===== src/rtl/rsnn_pkg.sv =====
// Shared constants, address map and loader state encoding for the 3-neuron RSNN core.
package rsnn_pkg;

  localparam int NUM_NEURONS = 3;
  localparam int WORD_W      = 8;
  localparam int NUM_WORDS   = 24;
  localparam int ADDR_W      = 5;
  localparam int CNT_W       = $clog2(WORD_W);
  localparam int FLAT_W      = NUM_WORDS * WORD_W;

  // Parameter address map: input weights, recurrent weights, thresholds, leaks.
  localparam int W_IN_BASE  = 0;
  localparam int W_REC_BASE = 9;
  localparam int THR_BASE   = 18;
  localparam int LEAK_BASE  = 21;

  typedef enum logic [1:0] {
    ST_IDLE  = 2'd0,
    ST_SHIFT = 2'd1,
    ST_DONE  = 2'd2
  } loader_state_e;

  function automatic logic [WORD_W-1:0] shift_in(input logic [WORD_W-1:0] sr,
                                                 input logic              bit_in);
    return {sr[WORD_W-2:0], bit_in};
  endfunction

endpackage


===== src/rtl/rsnn_param_loader_if.sv =====
// Control, serial-data, readback and status bundle between the loader and its environment.
interface rsnn_param_loader_if;
  import rsnn_pkg::*;

  logic                  system_enable;
  logic                  load_params;
  logic                  data_in;
  logic [ADDR_W-1:0]     rd_addr;
  logic [WORD_W-1:0]     rd_data;
  logic [FLAT_W-1:0]     params_flat;
  logic                  params_valid;
  logic                  data_written;
  logic                  end_writing;

  modport master (
    output system_enable, load_params, data_in, rd_addr,
    input  rd_data, params_flat, params_valid, data_written, end_writing
  );

  modport slave (
    input  system_enable, load_params, data_in, rd_addr,
    output rd_data, params_flat, params_valid, data_written, end_writing
  );

endinterface


===== src/rtl/rsnn_param_regfile.sv =====
// NUM_WORDS x WORD_W parameter store: one write port, a flat bus view and an
// unregistered readback port that returns 0 beyond the last word.
module rsnn_param_regfile
  import rsnn_pkg::*;
(
  input  logic               clk,
  input  logic               reset,
  input  logic               we,
  input  logic [ADDR_W-1:0]  waddr,
  input  logic [WORD_W-1:0]  wdata,
  input  logic [ADDR_W-1:0]  rd_addr,
  output logic [WORD_W-1:0]  rd_data,
  output logic [FLAT_W-1:0]  params_flat
);

  logic [WORD_W-1:0] mem_q [NUM_WORDS];
  logic [WORD_W-1:0] mem_d [NUM_WORDS];

  // Next memory contents: only the addressed word changes on a write.
  always_comb begin
    mem_d = mem_q;
    if (we && (waddr < ADDR_W'(NUM_WORDS))) begin
      mem_d[waddr] = wdata;
    end else begin
      mem_d = mem_q;
    end
  end

  // Storage flops, cleared by the asynchronous reset.
  always_ff @(posedge clk or posedge reset) begin
    if (reset) begin
      mem_q <= '{default: '0};
    end else begin
      mem_q <= mem_d;
    end
  end

  // Readback mux with out-of-range addresses reading as zero.
  always_comb begin
    rd_data = {WORD_W{1'b0}};
    if (rd_addr < ADDR_W'(NUM_WORDS)) begin
      rd_data = mem_q[rd_addr];
    end else begin
      rd_data = {WORD_W{1'b0}};
    end
  end

  for (genvar i = 0; i < NUM_WORDS; i++) begin : g_flat
    assign params_flat[i*WORD_W +: WORD_W] = mem_q[i];
  end

endmodule


===== src/rtl/rsnn_param_loader.sv =====
// Serial MSB-first parameter loader: deserialises data_in into words and commits
// them in address order into the parameter register file while load_params is high.
module rsnn_param_loader
  import rsnn_pkg::*;
(
  input  logic               clk,
  input  logic               reset,
  rsnn_param_loader_if.slave bus
);

  loader_state_e     state_q, state_d;
  logic [WORD_W-1:0] sr_q, sr_d;
  logic [CNT_W-1:0]  bit_cnt_q, bit_cnt_d;
  logic [ADDR_W-1:0] word_addr_q, word_addr_d;
  logic              params_valid_q, params_valid_d;
  logic              data_written_q, data_written_d;
  logic              end_writing_q, end_writing_d;

  logic              wr_en;
  logic [WORD_W-1:0] wr_data;
  logic [WORD_W-1:0] sr_shifted;
  logic              last_bit;
  logic              last_word;

  assign sr_shifted = shift_in(sr_q, bus.data_in);
  assign last_bit   = (bit_cnt_q == CNT_W'(WORD_W - 1));
  assign last_word  = (word_addr_q == ADDR_W'(NUM_WORDS - 1));

  // State register.
  always_ff @(posedge clk or posedge reset) begin
    if (reset) begin
      state_q <= ST_IDLE;
    end else begin
      state_q <= state_d;
    end
  end

  // Next-state logic; everything holds while system_enable is low.
  always_comb begin
    state_d = state_q;
    if (bus.system_enable) begin
      case (state_q)
        ST_IDLE: begin
          if (bus.load_params) state_d = ST_SHIFT;
          else                 state_d = ST_IDLE;
        end
        ST_SHIFT: begin
          if (!bus.load_params)           state_d = ST_IDLE;
          else if (last_bit && last_word) state_d = ST_DONE;
          else                            state_d = ST_SHIFT;
        end
        ST_DONE: begin
          if (!bus.load_params) state_d = ST_IDLE;
          else                  state_d = ST_DONE;
        end
        default: state_d = ST_IDLE;
      endcase
    end else begin
      state_d = state_q;
    end
  end

  // Datapath and status next values, plus the register-file write strobe.
  always_comb begin
    sr_d           = sr_q;
    bit_cnt_d      = bit_cnt_q;
    word_addr_d    = word_addr_q;
    params_valid_d = params_valid_q;
    data_written_d = 1'b0;
    end_writing_d  = end_writing_q;
    wr_en          = 1'b0;
    wr_data        = sr_shifted;
    if (bus.system_enable) begin
      case (state_q)
        ST_IDLE: begin
          if (bus.load_params) begin
            sr_d           = shift_in({WORD_W{1'b0}}, bus.data_in);
            bit_cnt_d      = CNT_W'(1);
            word_addr_d    = {ADDR_W{1'b0}};
            params_valid_d = 1'b0;
          end else begin
            sr_d = sr_q;
          end
        end
        ST_SHIFT: begin
          if (!bus.load_params) begin
            bit_cnt_d = {CNT_W{1'b0}};
          end else if (last_bit) begin
            sr_d           = sr_shifted;
            wr_en          = 1'b1;
            data_written_d = 1'b1;
            bit_cnt_d      = {CNT_W{1'b0}};
            word_addr_d    = word_addr_q + ADDR_W'(1);
            if (last_word) begin
              params_valid_d = 1'b1;
              end_writing_d  = 1'b1;
            end else begin
              end_writing_d  = end_writing_q;
            end
          end else begin
            sr_d      = sr_shifted;
            bit_cnt_d = bit_cnt_q + CNT_W'(1);
          end
        end
        ST_DONE: begin
          if (!bus.load_params) end_writing_d = 1'b0;
          else                  end_writing_d = end_writing_q;
        end
        default: begin
          bit_cnt_d = {CNT_W{1'b0}};
        end
      endcase
    end else begin
      data_written_d = 1'b0;
    end
  end

  // Datapath and status registers.
  always_ff @(posedge clk or posedge reset) begin
    if (reset) begin
      sr_q           <= {WORD_W{1'b0}};
      bit_cnt_q      <= {CNT_W{1'b0}};
      word_addr_q    <= {ADDR_W{1'b0}};
      params_valid_q <= 1'b0;
      data_written_q <= 1'b0;
      end_writing_q  <= 1'b0;
    end else begin
      sr_q           <= sr_d;
      bit_cnt_q      <= bit_cnt_d;
      word_addr_q    <= word_addr_d;
      params_valid_q <= params_valid_d;
      data_written_q <= data_written_d;
      end_writing_q  <= end_writing_d;
    end
  end

  assign bus.params_valid = params_valid_q;
  assign bus.data_written = data_written_q;
  assign bus.end_writing  = end_writing_q;

  rsnn_param_regfile u_regfile (
    .clk         (clk),
    .reset       (reset),
    .we          (wr_en),
    .waddr       (word_addr_q),
    .wdata       (wr_data),
    .rd_addr     (bus.rd_addr),
    .rd_data     (bus.rd_data),
    .params_flat (bus.params_flat)
  );

endmodule


===== src/flat_wrapper.sv =====
// flat-port wrapper written by rule: the top's interface ports become plain ports
module rsnn_param_loader_flat import rsnn_pkg::*;
  (clk, reset, bus_system_enable, bus_load_params, bus_data_in, bus_rd_addr, bus_rd_data, bus_params_flat, bus_params_valid, bus_data_written, bus_end_writing);
  rsnn_param_loader_if bus_i ();
  input  logic clk;
  input  logic reset;
  input wire logic [$bits(bus_i.system_enable)-1:0] bus_system_enable;
  input wire logic [$bits(bus_i.load_params)-1:0] bus_load_params;
  input wire logic [$bits(bus_i.data_in)-1:0] bus_data_in;
  input wire logic [$bits(bus_i.rd_addr)-1:0] bus_rd_addr;
  output wire logic [$bits(bus_i.rd_data)-1:0] bus_rd_data;
  output wire logic [$bits(bus_i.params_flat)-1:0] bus_params_flat;
  output wire logic [$bits(bus_i.params_valid)-1:0] bus_params_valid;
  output wire logic [$bits(bus_i.data_written)-1:0] bus_data_written;
  output wire logic [$bits(bus_i.end_writing)-1:0] bus_end_writing;
  assign bus_i.system_enable = bus_system_enable;
  assign bus_i.load_params = bus_load_params;
  assign bus_i.data_in = bus_data_in;
  assign bus_i.rd_addr = bus_rd_addr;
  assign bus_rd_data = bus_i.rd_data;
  assign bus_params_flat = bus_i.params_flat;
  assign bus_params_valid = bus_i.params_valid;
  assign bus_data_written = bus_i.data_written;
  assign bus_end_writing = bus_i.end_writing;
  rsnn_param_loader u_core (.clk(clk), .reset(reset), .bus(bus_i));
endmodule

===== config.mk =====
export PLATFORM = sky130hd
export DESIGN_NAME = rsnn_param_loader_flat
export DESIGN_NICKNAME = d
export VERILOG_FILES = /design/src/rtl/rsnn_pkg.sv /design/src/rtl/rsnn_param_loader_if.sv /design/src/rtl/rsnn_param_regfile.sv /design/src/rtl/rsnn_param_loader.sv /design/src/flat_wrapper.sv
export SDC_FILE = /design/constraint.sdc
export NUM_CORES = 1
export LEC_CHECK = 0
export ABC_AREA = 1
export CAP_MARGIN = 0
export CORE_ASPECT_RATIO = 0.7
export CORE_UTILIZATION = 52
export CTS_CLUSTER_SIZE = 20
export DETAILED_ROUTE_END_ITERATION = 8
export GPL_TIMING_DRIVEN = 0
export PLACE_DENSITY_LB_ADDON = 0.08
export SYNTH_ARGS = -nofsm -noshare
export SYNTH_HDL_FRONTEND = slang
export SYNTH_SLANG_ARGS = --single-unit
export TNS_END_PERCENT = 30

===== constraint.sdc =====
create_clock -name clk -period 9.6 [get_ports clk]
set_input_delay 1.92 -clock clk [delete_from_list [all_inputs] [get_ports clk]]
set_output_delay 1.92 -clock clk [all_outputs]
set_load 0.01 [all_outputs]

* After elaboration in Yosys (flattened, before gate mapping)
Cells that the tools add are included.
Storage, ports and cells: register bits after elaboration 212, output and inout bits 203
Operators by class: $add $sub $neg 2, magnitude comparators 5, equality and inequality tests 9, mux-type cells 34, bitwise gates (word level) 3, reductions and logical operators 11
Operators with widths (count):
- $bwmux W192 | 1
- $bmux W8 S5 | 1
- $demux W8 S5 | 1
- $mux W8 | 4
- $mux W5 | 3
- $mux W7 | 2
- $pmux W7 S2 | 1
- $ge A6 B6 Y1 const B | 2
- $not A5 Y6 | 2
- $reduce_and A6 Y1 | 2
- $lt A5 B5 Y1 const B | 2
- $mux W1 | 10
- $pmux W5 S2 | 1
- $mux W3 | 3
- $pmux W3 S3 | 1
- $lt A6 B1 Y1 const B | 1
- $mux W2 | 3
- $ne A2 B2 Y1 const B | 3
- $pmux W2 S3 | 1
- $add A5 B1 Y5 const B | 1
- $eq A5 B5 Y1 const B | 1
- $reduce_and A5 Y1 | 1
- $ne A2 B1 Y1 const B | 2
- $pmux W1 S2 | 2
- 10 further kinds | 13

* Logic depth before layout (Yosys ltp)
word-level depth 6, mapped depth 12, depth with buffers taken out 9

* Hierarchy
Synthesis repeated with hierarchy kept, for this count alone.
Unflattened totals: cells, all modules 1234, area, all modules 9883.2 um2
By module, submodules not included:
- rsnn_param_regfile | times used 1, cells an instance 1109, area each 8821.0 um2
- rsnn_param_loader | times used 1, cells an instance 125, area each 1062.3 um2

* Least setup slack after synthesis
No wires, ideal clock.
kind input -> output, from input bus_rd_addr[0], to output bus_rd_data[5], arrival 3117 ps, required time 7680 ps, path slack 4563 ps, stages 10, path buffers 3, cell sequence clkbuf_1 > clkinv_1 > buf_2 > clkbuf_1 > nor2_1 > nor2_1 > o21ai_0 > o211ai_1 > nand3_1 > nand2_1
On the way: cells in the longest elaborated chain, start to end 5, elaborated cells on any way between the ends 6
RTL lines:
- start, declared | line flat_wrapper.sv:10 | input wire logic [$bits(bus_i.rd_addr)-1:0] bus_rd_addr;
- $not A5 Y6 (not written as such) | line rsnn_param_regfile.sv:42 | rd_data = mem_q[rd_addr];
- $bmux W8 S5 | line rsnn_param_regfile.sv:42
- $mux W8 (not written as such) (2 in series) | line rsnn_param_regfile.sv:42
- $mux W8 (*) | line rsnn_param_regfile.sv:41 | if (rd_addr < ADDR_W'(NUM_WORDS)) begin
- end, declared | line flat_wrapper.sv:11 | output wire logic [$bits(bus_i.rd_data)-1:0] bus_rd_data;
Mark *: on every way between the ends. The rest lies on a longest branch, timed or not. The select of a mux whose other input is x is not followed.

* Final worst setup path
from input bus_rd_addr[1], to output bus_rd_data[3]
The elaborated chain is that of the path after synthesis.

==> metrics.txt <==
endpoint of the worst-slack reg-to-reg timing path=u_core.u_regfile.params_flat[87]$_DFFE_PP0P_; arrival time of the worst setup path=about 4800 ps; ANT cells=0; worst hold margin=509 ps; starting DRC count in detailed routing=1359; Setup Slack @ Placement=just over 3000 ps; Final Util=0.702; number of nets with antenna violations after routing=0; final critical-path required period=between 6000 and 7000 ps; effective utilization at floorplan=0.535; cell types occupying the most area after synthesis=sky130_fd_sc_hd__dfrtp_1 (52%), sky130_fd_sc_hd__nand2_1 (16%), sky130_fd_sc_hd__o21ai_1 (6.6%), sky130_fd_sc_hd__nand3_1 (5.2%), sky130_fd_sc_hd__o21ai_0 (3.9%); Max Fclk=150 MHz; Final Cycle Share=0.694; worst flop-to-flop path startpoint=u_core.bit_cnt_q[0]$_DFFE_PP0P_; cell total after placement=1706; leak pwr=5.95 nW; # Post-CTS Setup Buffers=0; Post-Route Setup TNS=0 ps; total routing resource utilization after global routing=0.353; top cell types by occurrence after synthesis=sky130_fd_sc_hd__nand2_1 (422), sky130_fd_sc_hd__dfrtp_1 (212), sky130_fd_sc_hd__o21ai_1 (135), sky130_fd_sc_hd__nand3_1 (107), sky130_fd_sc_hd__nor2_1 (85); overall routed net length=about 36 mm; result of the run=finished clean; layout net count=around 1500; FF-to-FF setup slack=about 7400 ps; per-cell routed wire length=20.5 um; Area growth syn-to-layout=31.2%; global-route wire length before repair=approximately 53 mm; count of clock tree sinks=approximately 210; Post-Route Skew=16.9 ps; cell taking the most area after synthesis=sky130_fd_sc_hd__dfrtp_1; clock edge transition at the registers on the reported setup and hold paths=60 ps; commonest register cell after synthesis=sky130_fd_sc_hd__dfrtp_1; fin cells=1744; mean area per synthesized cell=a little over 8 um^2; # rows=42; CTS Hold Bufs=0; post-synth top area share=0.520; largest net degree at the start of global routing=108; Post-synth EDFFs=0; cell area after layout=13400 um^2; area used by sequential logic in the layout=about 5300 um^2; total setup violations reported at the end of the flow=0; post-CTS sizing=0; number of filler cells placed in the layout=1525; count of port buffers added during placement=209; part of the Yosys area used for sequential elements=0.520; proportion of layout cells with a drive suffix above 1=0.0784; overall via count from detail_route=around 10000; Bufs on Longest Clock Path=3; count of different cell masters after synthesis=27; Net Count, Synth=1248; worst setup path end=bus_rd_data[3]; Slew Limit Headroom=0.412; TritonCTS clock tree=yes; clock latency of the later-clocked register in the worst-skew pair=between 500 and 600 ps; half-perimeter wire length after placement=between 20 and 30 mm; vias per std cell=between 5 and 6; launching element of the worst setup path=bus_rd_addr[1]; crit-path max FO=10; Multi-input gate area=~4300 um^2; data required time at the worst endpoint=between 7000 and 8000 ps; min-delay src=u_core.u_regfile.params_flat[114]$_DFFE_PP0P_; placeable core region=19100 um^2; number of maximum-capacitance constraint violations=0; cells after synthesis=about 1200; slew at the pin closest to its max-slew limit=about 900 ps; antenna violations before repair=0; floorplan die width=about 170 um; area of the mapped netlist=between 10000 and 15000 um^2; Peak supply drop=~0.00012 V; total count of max-transition violations in the final report=0; cell with the most instances after synthesis=sky130_fd_sc_hd__nand2_1; Worst setup SP type=input port; flop and latch count out of synthesis=around 210; YS warnings=0; number of endpoints with negative hold slack in the final report=0; type of the worst setup path=input port to primary output; number of global-route vias before repair=~9000; Critical Path Sink Type=primary output; total power density per cell area=between 100 and 150 nW/um^2; DRC viols=0; CTS HTree Levels=1; Area after DPL=approximately 13000 um^2; Final GP Congestion=between 0.9 and 1; final worst slack=around 2900 ps; path category of the worst min-delay check=flop to flop; CTS Root Cell=sky130_fd_sc_hd__clkbuf_16; height of the die=between 100 and 150 um; proportion of synthesized flip-flops having asynchronous set or reset=1.00; RSZ-0062 raised after global routing=false; number of iterations in the first detailed-routing pass=7; post-route total power=just under 2 mW; floorplan die area=20200 um^2; number of ports placed on the die boundary=213; reg2reg path depth=8; GRT overflow=0; TritonCTS buffer count=21
## registers in the layout, indices dropped and copies added, names as in the netlist
name,count
u_core.bit_cnt_q,3
u_core.bus.data_written,1
u_core.bus.end_writing,1
u_core.bus.params_valid,1
u_core.sr_q,7
u_core.state_q,2
u_core.u_regfile.params_flat,192
u_core.word_addr_q,5
## placed cells by master, fill, tap and decap left out, drive strengths merged
cell           count
a21oi              4
a311oi             1
buf               36
bufinv             3
clkbuf            73
clkdlybuf4s50    209
clkinv             6
clkinvlp           1
dfrtp            212
ha                 6
inv               32
nand2            443
nand3            108
nor2              85
nor3               2
o211ai            16
o21a               1
o21ai            240
o21bai             1
o31ai              1
## worst min path at each step
stage / to / slack, ps / depth (start not counted)
2_1_floorplan: u_core.sr_q[0]$_DFFE_PP0P_ / 480 / 2
3_5_place_dp: u_core.u_regfile.params_flat[114]$_DFFE_PP0P_ / 490 / 2
6_report: u_core.u_regfile.params_flat[114]$_DFFE_PP0P_ / 510 / 2
5_1_grt: u_core.u_regfile.params_flat[113]$_DFFE_PP0P_ / 530 / 2
3_3_place_gp: u_core.u_regfile.params_flat[82]$_DFFE_PP0P_ / 490 / 2
4_1_cts: u_core.u_regfile.params_flat[114]$_DFFE_PP0P_ / 500 / 2
## cell families (layout without fill, tap and decap cells)
kind of cell | after synthesis | in the layout | share of synthesized area
buffers and inverters | 112 | 360 | 0.0629
DFF | 212 | 212 | 0.520
AOI/OAI and AO/OA | 264 | 264 | 0.144
and+or+nand+nor | 638 | 638 | 0.266
adders and majority gates | 6 | 6 | 0.00736
## report_power, final
group	total (mW)	internal [mW]	switching [mW]
sequential	0.909	0.901	0.00767
combinational	0.187	0.0433	0.144
clock	0.885	0.518	0.367
## critical path, stage by stage
cell	delay, ps
sky130_fd_sc_hd__clkdlybuf4s50_1	500
sky130_fd_sc_hd__clkbuf_1	490
sky130_fd_sc_hd__clkbuf_1	450
sky130_fd_sc_hd__o21ai_0	170
sky130_fd_sc_hd__o211ai_1	410
sky130_fd_sc_hd__nand3_1	140
sky130_fd_sc_hd__nand2_1	130
sky130_fd_sc_hd__clkdlybuf4s50_1	540
## area by class of cell
| cell class | count | share of cell area |
|---|---|---|
| tap | 264 | 0.0247 |
| timing repair buffer | 210 | 0.158 |
| sequential | 212 | 0.396 |
| buffer | 80 | 0.0386 |
| clock buffer | 28 | 0.0442 |
| clock inverter | 10 | 0.0104 |
| multi-input combinational | 908 | 0.318 |
| inverter | 32 | 0.00990 |
## routing by layer
metal | vias to the layer above | track usage | share of wire
li1 | 4529 | - | -
met1 | 4874 | 0.549 | 0.44
met2 | 673 | 0.497 | 0.42
met3 | 72 | 0.0764 | 0.12
met4 | 0 | 0.0878 | 0.022
met5 | - | 0 | 0
No activity file was read; power rests on OpenSTA's default activity.
